## config.mk

```make
export PLATFORM = sky130hd
export DESIGN_NAME = uart_tx_ctrl
export DESIGN_NICKNAME = d
export VERILOG_FILES = /design/src/rtl/uart_tx_ctrl_pkg.sv /design/src/rtl/uart_tx_ctrl_parity_calc.sv /design/src/rtl/uart_tx_ctrl.sv
export SDC_FILE = /design/constraint.sdc
export NUM_CORES = 1
export LEC_CHECK = 0
export CORE_AREA = 8 8 45 47
export CTS_CLUSTER_SIZE = 16
export DETAILED_ROUTE_END_ITERATION = 10
export DIE_AREA = 0 0 53 55
export DONT_BUFFER_PORTS = 1
export GPL_ROUTABILITY_DRIVEN = 1
export PLACE_DENSITY = 0.33
export SLEW_MARGIN = 0
export SYNTH_ARGS = -nofsm -noshare
export SYNTH_HDL_FRONTEND = slang
export SYNTH_SLANG_ARGS = --single-unit
```

## constraint.sdc

```tcl
create_clock -name CLK -period 2.9 [get_ports CLK]
set_input_delay 0.145 -clock CLK [delete_from_list [all_inputs] [get_ports CLK]]
set_output_delay 0.145 -clock CLK [all_outputs]
set_load 0.01 [all_outputs]
```

## src/rtl/uart_tx_ctrl_pkg.sv

```systemverilog
`default_nettype none
// ============================================================================
//  Module   : uart_tx_ctrl_pkg
//  Purpose  : Shared UART definitions: TX FSM state encodings, parity-type
//             constants and serial line levels.
//  Revision : 1.0  initial release
// ============================================================================
package uart_tx_ctrl_pkg;

  // TX frame sequencer states; values 5..7 are unreachable
  typedef enum logic [2:0] {
    ST_IDLE   = 3'd0,
    ST_START  = 3'd1,
    ST_DATA   = 3'd2,
    ST_PARITY = 3'd3,
    ST_STOP   = 3'd4
  } tx_state_e;

  // PAR_TYP encodings
  localparam logic c_PAR_EVEN = 1'b0;
  localparam logic c_PAR_ODD  = 1'b1;

  // Serial line levels
  localparam logic c_START_BIT  = 1'b0;
  localparam logic c_STOP_BIT   = 1'b1;
  localparam logic c_IDLE_LEVEL = 1'b1;

endpackage
`default_nettype wire

```

## src/rtl/uart_tx_ctrl_parity_calc.sv

```systemverilog
`default_nettype none
// ============================================================================
//  Module   : parity_calc
//  Purpose  : UART parity generator. Even parity is the XOR-reduce of the
//             data word, odd parity its inverse. Shared with the RX checker.
//  Revision : 1.0  initial release
// ============================================================================
module parity_calc
  import uart_tx_ctrl_pkg::*;
#(
  parameter int DATA_WIDTH = 8
) (
  input  logic [DATA_WIDTH-1:0] data,
  input  logic                  PAR_TYP,
  output logic                  par_bit
);

  logic w_xor;

  // Even parity is the plain XOR-reduce; odd parity flips it
  always_comb begin
    w_xor   = ^data;
    par_bit = (PAR_TYP == c_PAR_ODD) ? ~w_xor : w_xor;
  end

endmodule
`default_nettype wire

```

## src/rtl/uart_tx_ctrl.sv

```systemverilog
`default_nettype none
// ============================================================================
//  Module   : uart_tx_ctrl
//  Purpose  : UART transmit controller. Sequences START / DATA / PARITY /
//             STOP (one bit per clock), drives the external serializer's
//             load and shift-enable strobes and muxes the TX line.
//  Revision : 1.0  initial release
// ============================================================================
module uart_tx_ctrl
  import uart_tx_ctrl_pkg::*;
#(
  // Must match the serializer width; only 8 works because the serializer's
  // done flag comes from a 3-bit shift counter.
  parameter int DATA_WIDTH = 8
) (
  input  logic                  CLK,
  input  logic                  RST,
  input  logic [DATA_WIDTH-1:0] P_DATA,
  input  logic                  DATA_VALID,
  input  logic                  PAR_EN,
  input  logic                  PAR_TYP,
  input  logic                  ser_data,
  input  logic                  ser_done,
  output logic                  load,
  output logic                  ser_en,
  output logic                  TX_OUT,
  output logic                  Busy
);

  tx_state_e r_state;
  tx_state_e w_next_state;
  logic      r_par_bit;   // parity bit of the accepted byte, PAR_TYP already applied
  logic      r_par_en;    // PAR_EN captured at accept
  logic      w_par_bit;
  logic      w_accept;

  // Parity of the live byte; only meaningful in the accept cycle
  parity_calc #(
    .DATA_WIDTH (DATA_WIDTH)
  ) u_parity_calc (
    .data    (P_DATA),
    .PAR_TYP (PAR_TYP),
    .par_bit (w_par_bit)
  );

  // A new frame may start from IDLE or directly out of STOP; never while
  // reset is asserted so the serializer is not loaded during reset.
  assign w_accept = DATA_VALID && !RST &&
                    ((r_state == ST_IDLE) || (r_state == ST_STOP));

  // State register and per-frame settings captured on accept
  always_ff @(posedge CLK) begin
    if (RST) begin
      r_state   <= ST_IDLE;
      r_par_bit <= 1'b0;
      r_par_en  <= 1'b0;
    end else begin
      r_state <= w_next_state;
      if (w_accept) begin
        r_par_bit <= w_par_bit;
        r_par_en  <= PAR_EN;
      end
    end
  end

  // Next-state decode and output mux
  always_comb begin
    w_next_state = ST_IDLE;
    load         = w_accept;
    ser_en       = 1'b0;
    TX_OUT       = c_IDLE_LEVEL;
    Busy         = 1'b0;
    case (r_state)
      ST_IDLE: begin
        w_next_state = w_accept ? ST_START : ST_IDLE;
      end
      ST_START: begin
        TX_OUT       = c_START_BIT;
        Busy         = 1'b1;
        w_next_state = ST_DATA;
      end
      ST_DATA: begin
        TX_OUT       = ser_data;
        Busy         = 1'b1;
        ser_en       = 1'b1;
        if (ser_done) begin
          w_next_state = r_par_en ? ST_PARITY : ST_STOP;
        end else begin
          w_next_state = ST_DATA;
        end
      end
      ST_PARITY: begin
        TX_OUT       = r_par_bit;
        Busy         = 1'b1;
        w_next_state = ST_STOP;
      end
      ST_STOP: begin
        TX_OUT       = c_STOP_BIT;
        Busy         = 1'b1;
        w_next_state = w_accept ? ST_START : ST_IDLE;
      end
      default: begin
        w_next_state = ST_IDLE;
      end
    endcase
  end

endmodule
`default_nettype wire

```

* Word level (Yosys, flattened, before mapping)
Cells that the tools add are included.
W data, S select, Z words.
** Cells by class
- Bitwise logic cells :: 1
- Mux-type cells :: 8
- Reductions and logical operators :: 8
- Eq/ne operators :: 4
** Operator list (number)
- $pmux W3 S4 :: 1
- $reduce_xor A8 Y1 :: 1
- $eq A3 B2 Y1 const B :: 2
- $mux W3 :: 2
- $mux W1 :: 4
- $reduce_or A4 Y1 :: 1
- $eq A3 B1 Y1 const B :: 1
- $eq A3 B3 Y1 const B :: 1
- $logic_not A3 Y1 :: 1
- $pmux W1 S3 :: 1
- $logic_and A1 B1 Y1 :: 2
- $reduce_or A2 Y1 :: 1
- $logic_not A1 Y1 :: 1
- $logic_or A1 B1 Y1 :: 1
- $not A1 Y1 :: 1
** Storage, ports and cells
- Word-level logic and storage cells :: 24
- Input port bits :: 15
- Flip-flop bits (word level) :: 5
- Output and inout bits :: 4

* Logic depth before layout (Yosys ltp)
Gate-level depths: netlist of run 1.
- Depth in word-level cells :: 5
- Mapped depth :: 4
- Depth with buffers taken out :: 4

* By module
From an unflattened synthesis of run 1, not the netlist that was laid out.
** Unflattened totals
- Cell total of the unflattened synthesis :: 35
- Area, all modules :: 347.8 um2
** Modules (own cells, without submodules)
- uart_tx_ctrl :: cells each 28, times used 1, area each 265.3 um2
- parity_calc :: cells each 7, times used 1, area each 82.6 um2

* Worst setup path after synthesis of run 1
No wires, ideal clock.
- Path type :: reg2reg
- From :: register r_state[1]
- To :: register r_par_bit
- Path slack :: 1.769 ns
- Cell stages (with the launch flop) :: 5
- Arrival time :: 1.058 ns
- Required time :: 2.827 ns
- Buffers on the path :: 0
- Clock period less this slack :: 1.131 ns
- Cells stage by stage :: dfxtp_1 > or3b_4 > nor2_4 > nand2_1 > o211ai_2
** On the way
- Longest elaborated chain between the ends :: 3
- Elaborated cells between the ends (all ways) :: 4
- Classes of those cells :: eq/ne: 1; reduce/logical: 3
** RTL lines
- start: declaration :: line uart_tx_ctrl.sv:30 : tx_state_e r_state;
- start signal: assignment :: line uart_tx_ctrl.sv:58 : r_state <= w_next_state;
- $eq A3 B3 Y1 / $logic_not A3 Y1 (equally long branches) :: line uart_tx_ctrl.sv:49 : ((r_state == ST_IDLE) || (r_state == ST_STOP));
- $logic_or A1 B1 Y1 (*) :: line uart_tx_ctrl.sv:49
- $logic_and A1 B1 Y1 (*) :: line uart_tx_ctrl.sv:48 : assign w_accept = DATA_VALID && !RST &&
- via load :: line uart_tx_ctrl.sv:24 : output logic load,
- end signal: assignment :: line uart_tx_ctrl.sv:60 : r_par_bit <= w_par_bit;
- end: declaration :: line uart_tx_ctrl.sv:32 : logic r_par_bit;
The timed path passes the listed nets; every way through them passes the cells marked *.
A chain may end at the register's enable or synchronous reset.

* Final worst setup path of run 1
- From :: register r_state[1]
- To :: output port load
** On the way
- Longest elaborated chain between the ends :: 3
- Elaborated cells between the ends (all ways) :: 4
- Classes of those cells :: eq/ne: 1; reduce/logical: 3
** RTL lines (line)
- $eq A3 B3 Y1 / $logic_not A3 Y1 (equally long branches) :: uart_tx_ctrl.sv:49
- $logic_or A1 B1 Y1 (*) :: uart_tx_ctrl.sv:49
- $logic_and A1 B1 Y1 (*) :: uart_tx_ctrl.sv:48
- end: declaration :: uart_tx_ctrl.sv:24
Every way passes the cells marked *; elsewhere a longest branch is shown, timed or not.

==> results by group, run 1 <==
Floorplanning
  • Total die area: 2920 sq um
  • I/O pins: 19
  • Vertical die dimension: 55 um
  • Row Count: 14
  • Core Area: 1380 sq um
  • Die Wd: 53 um
  • Initial Util: 23.1%

Global route
  • Total GRT Usage: 7.00%
  • Number of global-route vias before repair: 321
  • Pin count of the biggest net entering global routing: 7
  • Overflow left after global routing: 0
  • Wire length of the first global-routing pass: 1410 um
  • Antenna violations before repair: 0

STA
  • Minimum period implied by the final worst setup slack: 1.30 ns
  • Final setup TNS: 0 ns
  • Final-report max-slew violation count: 0
  • Worst slew margin: 80.6%
  • Number of setup violations in the final report: 0
  • Skew final: 0.00517 ns
  • Number of hold violations in the final report: 0
  • Unrepaired setup endpoints after global routing: no
  • Top achievable clock speed: 0.771 GHz
  • Final period util: 44.7%
  • Transition at the pin with the smallest max-transition slack: 0.288 ns

Clock tree
  • Clock sink total: 5
  • CTS tree: built
  • Clock Latency Late Sink: 0.25 ns
  • CTS root buffer: clkbuf_4
  • Number of clock buffers inserted by TritonCTS: 3
  • # H-tree levels: 1
  • Clock Pin Slew Worst Setup and Hold Paths: 0.05 ns
  • Buffer depth of the longest clock path: 2
  • Post-CTS setup repair buffer count: 0

Placed design
  • DP Wirelength: 738 um
  • Inst Count DP: 53
  • Weighted congestion reported at the end of routability-driven placement: 0.786
  • # port buffers: 0

Logic synthesis
  • Number of synthesis warnings: 0
  • Post-synthesis share of cell area spent on xor and xnor gates: 23.5%
  • Avg Synthesized Cell Area: 8.62 sq um
  • Post-synthesis register bit count: 5
  • Cell types with the largest area share after synthesis: dfxtp_1 (31%), xnor2_1 (11%), a21oi_1 (7.8%)
  • Seq/Total Area, Yosys: 31.4%
  • Netlist area before placement: 319 sq um
  • Post-Syn Nets: 52
  • Adder and majority cell fraction of the synthesized area: 0%
  • Number of standard cells after synthesis: 37
  • Simple-Gate Fraction of Synth Area: 29.4%
  • Combinational family with the most area after synthesis: simple AND/OR/NAND/NOR gates
  • Distinct cell type count of the synthesized netlist: 17
  • Dominant cell type by area after synthesis: dfxtp_1
  • Post-synthesis mux area share: 0%
  • Complex-gate fraction of the synthesized area: 13.3%
  • Fraction of synthesized cell area taken by the top area cell type: 31.4%

Critical path
  • Highest fanout seen on the critical path: 5
  • Endpoint arrival time on the critical path: 1.15 ns
  • FF-to-FF End: r_par_bit$_SDFFE_PP0P_
  • Launch instance of the worst register-to-register path: r_state[1]$_SDFF_PP0_
  • Worst setup path class: flop to output pin
  • Number of cells traversed by the worst register-to-register path: 4
  • Sort of element at the start of the critical path: flop
  • Register-to-register setup slack: 1.72 ns
  • Critical path required time: 2.76 ns
  • Worst Setup End Kind: output pin

Finish
  • Highest-count cells in the layout ignoring fill and taps: a21oi_1 (5), dfxtp_1 (5), nand2_1 (4), xnor2_1 (4), clkbuf_4 (3)
  • Antenna Cells: 0
  • Final-stage net count: 58
  • Area growth from synthesis to layout: 17.6%
  • Layout cell share with drive strength beyond 1: 14.3%
  • # fillers: 157
  • Count of non-filler cells in the finished layout: 58

Detailed routing
  • Average detailed-routed wire length per instance: 15.0 um
  • Detail Route Antenna Nets: 0
  • First drt pass iteration count: 2
  • DRC Markers: 0
  • Total Routed Length: 871 um
  • Vias: 265
  • DR iter-0 viols: 1
  • Vias per inst: 4.57

Outcome
  • Status: complete, no violations

Worst hold path
  • End point of the worst hold path: r_par_en$_SDFFE_PP0P_
  • Worst Hold Class: input port to flop
  • Start point of the worst min-delay path: PAR_EN
  • Hold Path Cell Cnt: 2

Pwr
  • Worst voltage drop across the vdd grid: 0.000167 V
  • Switching power share of the total: 27.4%
  • Share of total power in sequential cells: 38.5%
  • Static Leakage: 0.000136 uW
  • Pwr/cell area: 549 nW/um^2
  • Internal power component: 150 uW
  • Clock share of power: 39.6%
  • Proportion of power drawn by combinational gates: 21.9%
  • P_sw: 56.4 uW

Job
  • Max-capacitance violation count: 0
cell usage after synthesis:
master and instances:
a21oi_1 5, dfxtp_1 5, nand2_1 4, xnor2_1 4, inv_1 2, nand2b_1 2, nand3_1 2, nand3b_1 2
nor2_1 2, xor2_1 2, nor2_4 1, nor3_1 1, nor4_1 1, o211ai_2 1, o21ai_0 1, or3b_4 1
xnor3_1 1
what timing repair did:
action	in CTS	in global routing
endpoints found under the hold margin	4	0
gates resized for setup	0	0
setup endpoints to repair	0	0
hold buffers	1	0
worst max-delay path, cell delays in order, from the launching register on:
cell and delay (ns):
dfxtp_1 0.33, or3b_4 0.44, nor2_4 0.14
metal layers:
| layer | GRT usage (%) | vias up | wire length [um] |
|---|---|---|---|
| met5 | 0 | - | 0 |
| met4 | 6.47 | 0 | 12 |
| met3 | 2.94 | 2 | 70 |
| met2 | 12.3 | 11 | 481 |
| met1 | 5.95 | 117 | 307 |
| li1 | - | 135 | - |
kinds of logic (layout without fill, tap and decap cells):
logic type,Yosys count,count (layout)
and+or+nand+nor,16,16
xor gates and xnor gates,7,7
buffers and inverters,2,7
DFF,5,5
AOI/OAI and AO/OA,7,7
cell type report:
| class | instances | area (sq um) | share of cell area [%] |
|---|---|---|---|
| multi-input cells | 30 | 211 | 56.3 |
| inverters | 2 | 7.51 | 2.00 |
| repair buffers | 1 | 10.0 | 2.67 |
| well taps | 16 | 20.0 | 5.33 |
| clock buffers | 4 | 26.3 | 7.00 |
| flip-flops and latches | 5 | 100 | 26.7 |
power groups by stage:
| stage | logic, uW | registers (uW) | clock network [uW] |
|---|---|---|---|
| after CTS | 47.0 | 79.2 | 85.5 |
| after floorplan | 37.8 | 79.2 | 0 |
| after global routing | 50.5 | 80.3 | 88.3 |
| after global placement | 42.0 | 80.7 | 0 |
| final | 45.2 | 79.3 | 81.7 |
| after detailed placement | 45.1 | 80.5 | 0 |
per-stage QoR:
| step | power, uW | util, % | worst slack [ns] | hold slack [ns] | instance area, sq um |
|---|---|---|---|---|---|
| floorplan | 117 | - | 1.77 | 0.214 | 319 |
| global placement | 123 | 24.5 | 1.73 | 0.220 | 339 |
| detailed placement | 126 | 24.5 | 1.71 | 0.219 | 339 |
| CTS | 212 | 27.1 | 1.59 | 0.0391 | 375 |
| global route | 219 | 27.1 | 1.56 | 0.0533 | 375 |
| finish | 206 | 27.1 | 1.60 | 0.0448 | 375 |
flip-flops by register name, summed over array words and instances, names as in the netlist:
signal / cells
r_state: 3
r_par_en: 1
r_par_bit: 1
how the worst max path moves through the flow:
stage	from	to	slack, ns	depth (start not counted)
after global placement	r_state[0]$_SDFF_PP0_	r_state[0]$_SDFF_PP0_	1.73	4
after global routing	r_state[0]$_SDFF_PP0_	load	1.56	2
after detailed placement	r_state[1]$_SDFF_PP0_	r_par_bit$_SDFFE_PP0P_	1.71	4
final	r_state[1]$_SDFF_PP0_	load	1.60	2
after floorplan	r_state[1]$_SDFF_PP0_	r_par_bit$_SDFFE_PP0P_	1.77	4
after CTS	r_state[1]$_SDFF_PP0_	load	1.59	2
Power figures use the tool's default switching activity.
==> run 2, diff against run 1 <==
Settings changed: ABC_AREA set to 1, PLACE_DENSITY 0.33 to 0.38.
Clock period 2.9 ns to 1.3 ns, I/O delays scaled along.
==> results by group, run 2 <==
Worst hold path
  • Worst Hold Class: input port to flop

Critical path
  • Highest fanout seen on the critical path: 3 (-2)
  • Worst setup path class: flop to output pin
  • Register-to-register setup slack: 0.23 ns (-1.49 ns)
  • Worst Setup End Kind: output pin
  • Critical path required time: 1.24 ns (-1.52 ns)
  • Sort of element at the start of the critical path: flop
  • Endpoint arrival time on the critical path: 1.11 ns (-0.04 ns)

Floorplanning
  • Initial Util: 27.5% (+4.4 points)
  • Row Count: 14 (unchanged)
  • Total die area: 2920 sq um (unchanged)
  • Die Wd: 53 um (unchanged)
  • Core Area: 1380 sq um (unchanged)
  • I/O pins: 19 (unchanged)
  • Vertical die dimension: 55 um (unchanged)

Global route
  • Overflow left after global routing: 0 (unchanged)
  • Wire length of the first global-routing pass: 1700 um (+20%)
  • Pin count of the biggest net entering global routing: 6 (-1)
  • Antenna violations before repair: 0 (unchanged)
  • Number of global-route vias before repair: 450 (+40%)
  • Total GRT Usage: 7.93% (+0.93 points)

Logic synthesis
  • Cell types with the largest area share after synthesis: dfxtp_1 (26%), nand2_1 (22%), inv_1 (13%)
  • Netlist area before placement: 380 sq um (+19%)
  • Number of standard cells after synthesis: 66 (+78%)
  • Number of synthesized flops with an enable pin: 0 (unchanged)
  • Synth Flop Type: dfxtp_1
  • Ys async rst share: 0% (unchanged)
  • Post-synthesis register bit count: 5 (unchanged)
  • Post-Syn Nets: 81 (+56%)
  • Seq/Total Area, Yosys: 26.3% (-5.1 points)
  • Fraction of synthesized cell area taken by the top area cell type: 26.3% (-5.1 points)
  • Avg Synthesized Cell Area: 5.76 sq um (-33%)
  • Most repeated cell in the gate-level netlist after synthesis: nand2_1
  • Number of synthesis warnings: 0 (unchanged)
  • Distinct cell type count of the synthesized netlist: 15 (-2)
  • Dominant cell type by area after synthesis: dfxtp_1
  • Most common library cells after synthesis: nand2_1 (22), inv_1 (13), nand3_1 (6), dfxtp_1 (5), nand2_2 (4)

Outcome
  • Status: complete, no violations

Pwr
  • Worst voltage drop across the vdd grid: 0.000331 V (+99%)
  • Static Leakage: 0.000259 uW (+90%)
  • Pwr/cell area: 1020 nW/um^2 (+86%)

Finish
  • Highest-count cells in the layout ignoring fill and taps: nand2_1 (22), inv_1 (13), nand3_1 (5), dfxtp_1 (5), nand2_2 (4)
  • Max reg flops: 3 (unchanged)
  • Layout cell share with drive strength beyond 1: 16.4% (+2.2 points)
  • # fillers: 160 (+1.9%)
  • Antenna Cells: 0 (unchanged)
  • Most flop-heavy register: r_state
  • Largest registers: r_state (3), r_par_bit (1), r_par_en (1)
  • Area growth from synthesis to layout: 22.7%
  • Final-stage net count: 89 (+53%)
  • Most common library cell in the layout ignoring fill and taps: nand2_1

STA
  • Final Worst Setup Slack: 0.122 ns (-1.48 ns)
  • Minimum period implied by the final worst setup slack: 1.18 ns
  • Worst slew margin: 80.7% (about the same)
  • Unrepaired setup endpoints after global routing: no
  • Top achievable clock speed: 0.849 GHz
  • Final setup TNS: 0 ns (unchanged)
  • Skew final: 0.00215 ns (-0.00301 ns)
  • Number of setup violations in the final report: 0 (unchanged)
  • Final period util: 90.7%
  • Transition at the pin with the smallest max-transition slack: 0.288 ns (-0.000713 ns)
  • Final-report max-slew violation count: 0 (unchanged)
  • Number of hold violations in the final report: 0 (unchanged)

Detailed routing
  • First drt pass iteration count: 4 (+2)
  • Total Routed Length: 882 um (+1.3%)
  • Vias per inst: 4.36 (-4.6%)
  • Average detailed-routed wire length per instance: 9.91 um (-34%)
  • Vias: 388 (+46%)
  • DR iter-0 viols: 4 (+3)
  • DRC Markers: 0 (unchanged)
  • Detail Route Antenna Nets: 0 (unchanged)

Clock tree
  • # H-tree levels: 1 (unchanged)
  • Buffer depth of the longest clock path: 2 (unchanged)
  • Number of clock buffers inserted by TritonCTS: 3 (unchanged)
  • Clock Latency Late Sink: 0.24 ns (about the same)
  • CTS root buffer: clkbuf_4
  • Clock sink total: 5 (unchanged)
  • Clock Pin Slew Worst Setup and Hold Paths: 0.04 ns (about the same)
  • CTS tree: built

Placed design
  • Setup Slack @ Placement: 0.263 ns (-1.45 ns)
  • # port buffers: 0 (unchanged)
  • DP Wirelength: 738 um (about the same)
  • Weighted congestion reported at the end of routability-driven placement: 0.788 (+0.14%)

Job
  • Max-capacitance violation count: 0 (unchanged)
-- run 2: cell types whose count changed after synthesis, sizes merged, moves of 2 or more --
cell / delta
nand3: +4
xnor2: -3
nand2b: -2
a21oi: -2
nand3b: -2
inv: +12
nand2: +22
nor2: +3
-- run 2: report_power, final --
part	leakage [uW]	switching, uW	total (uW)	internal [uW]
sequential	0.0000412	10.3	177	167
combinational	0.000203	73.7	122	48.2
clock	0.0000150	61.8	178	116
total	0.000259	146	477	331
-- run 2: worst paths after layout --
path,start,endpoint,cells past startpoint
worst max-delay path,r_state[1]$_SDFF_PP0_,TX_OUT,6
worst max register to register,r_state[0]$_SDFF_PP0_,r_par_bit$_SDFFE_PP0P_,5
worst min-delay path,RST,r_state[1]$_SDFF_PP0_,2
worst min register to register,r_par_en$_SDFFE_PP0P_,r_state[0]$_SDFF_PP0_,2
-- run 2: timing repair --
item | in CTS | in global routing
setup endpoints to repair | 0 | 1
gates resized for setup | 0 | 2
hold endpoints to repair | 3 | 0
buffers inserted | 0 | 0
hold buffers | 3 | 0
-- run 2: metal layers --
layer | share of wire, % | track usage, % | vias to the layer above
li1 | - | - | 215
met1 | 38 | 7.16 | 158
met2 | 47 | 12.7 | 13
met3 | 13 | 4.01 | 2
met4 | 2.2 | 7.76 | 0
met5 | 0 | 0 | -
-- run 2: metrics by stage --
| stage | utilization (%) | cells | power, uW | hold slack (ns) | instance area, sq um |
|---|---|---|---|---|---|
| 2_1_floorplan | - | 66 | 274 | 0.134 | 380 |
| 3_3_place_gp | 28.9 | 82 | 292 | 0.138 | 400 |
| 3_5_place_dp | 28.9 | 82 | 291 | 0.137 | 400 |
| 4_1_cts | 33.0 | 89 | 486 | 0.00835 | 457 |
| 5_1_grt | 33.7 | 89 | 522 | 0.0255 | 467 |
| 6_report | 33.7 | 89 | 477 | 0.0179 | 467 |
-- run 2: cell type report --
type	instances	area, sq um	area share (%)
Clock buffer	4	26.3	5.63
Inverter	14	52.6	11.3
Multi-Input combinational cell	47	238	50.9
Sequential cell	5	100	21.4
Tap cell	16	20.0	4.29
Timing Repair Buffer	3	30.0	6.43
-- run 2: cells by family after synthesis --
kind of cell / share of synthesized area [%]
AND/OR/NAND/NOR: 45.4
flip-flops: 26.3
AO/OA/AOI/OAI: 9.87
XOR/XNOR: 4.61
buffers and inverters: 13.8
-- run 2: worst max-delay path, stage by stage, from the launching register on --
cell and delay [ns]:
dfxtp_1 0.34, inv_1 0.07, nor2_2 0.11, inv_2 0.06
nor2_4 0.13, nand2_1 0.08, nand3_2 0.09
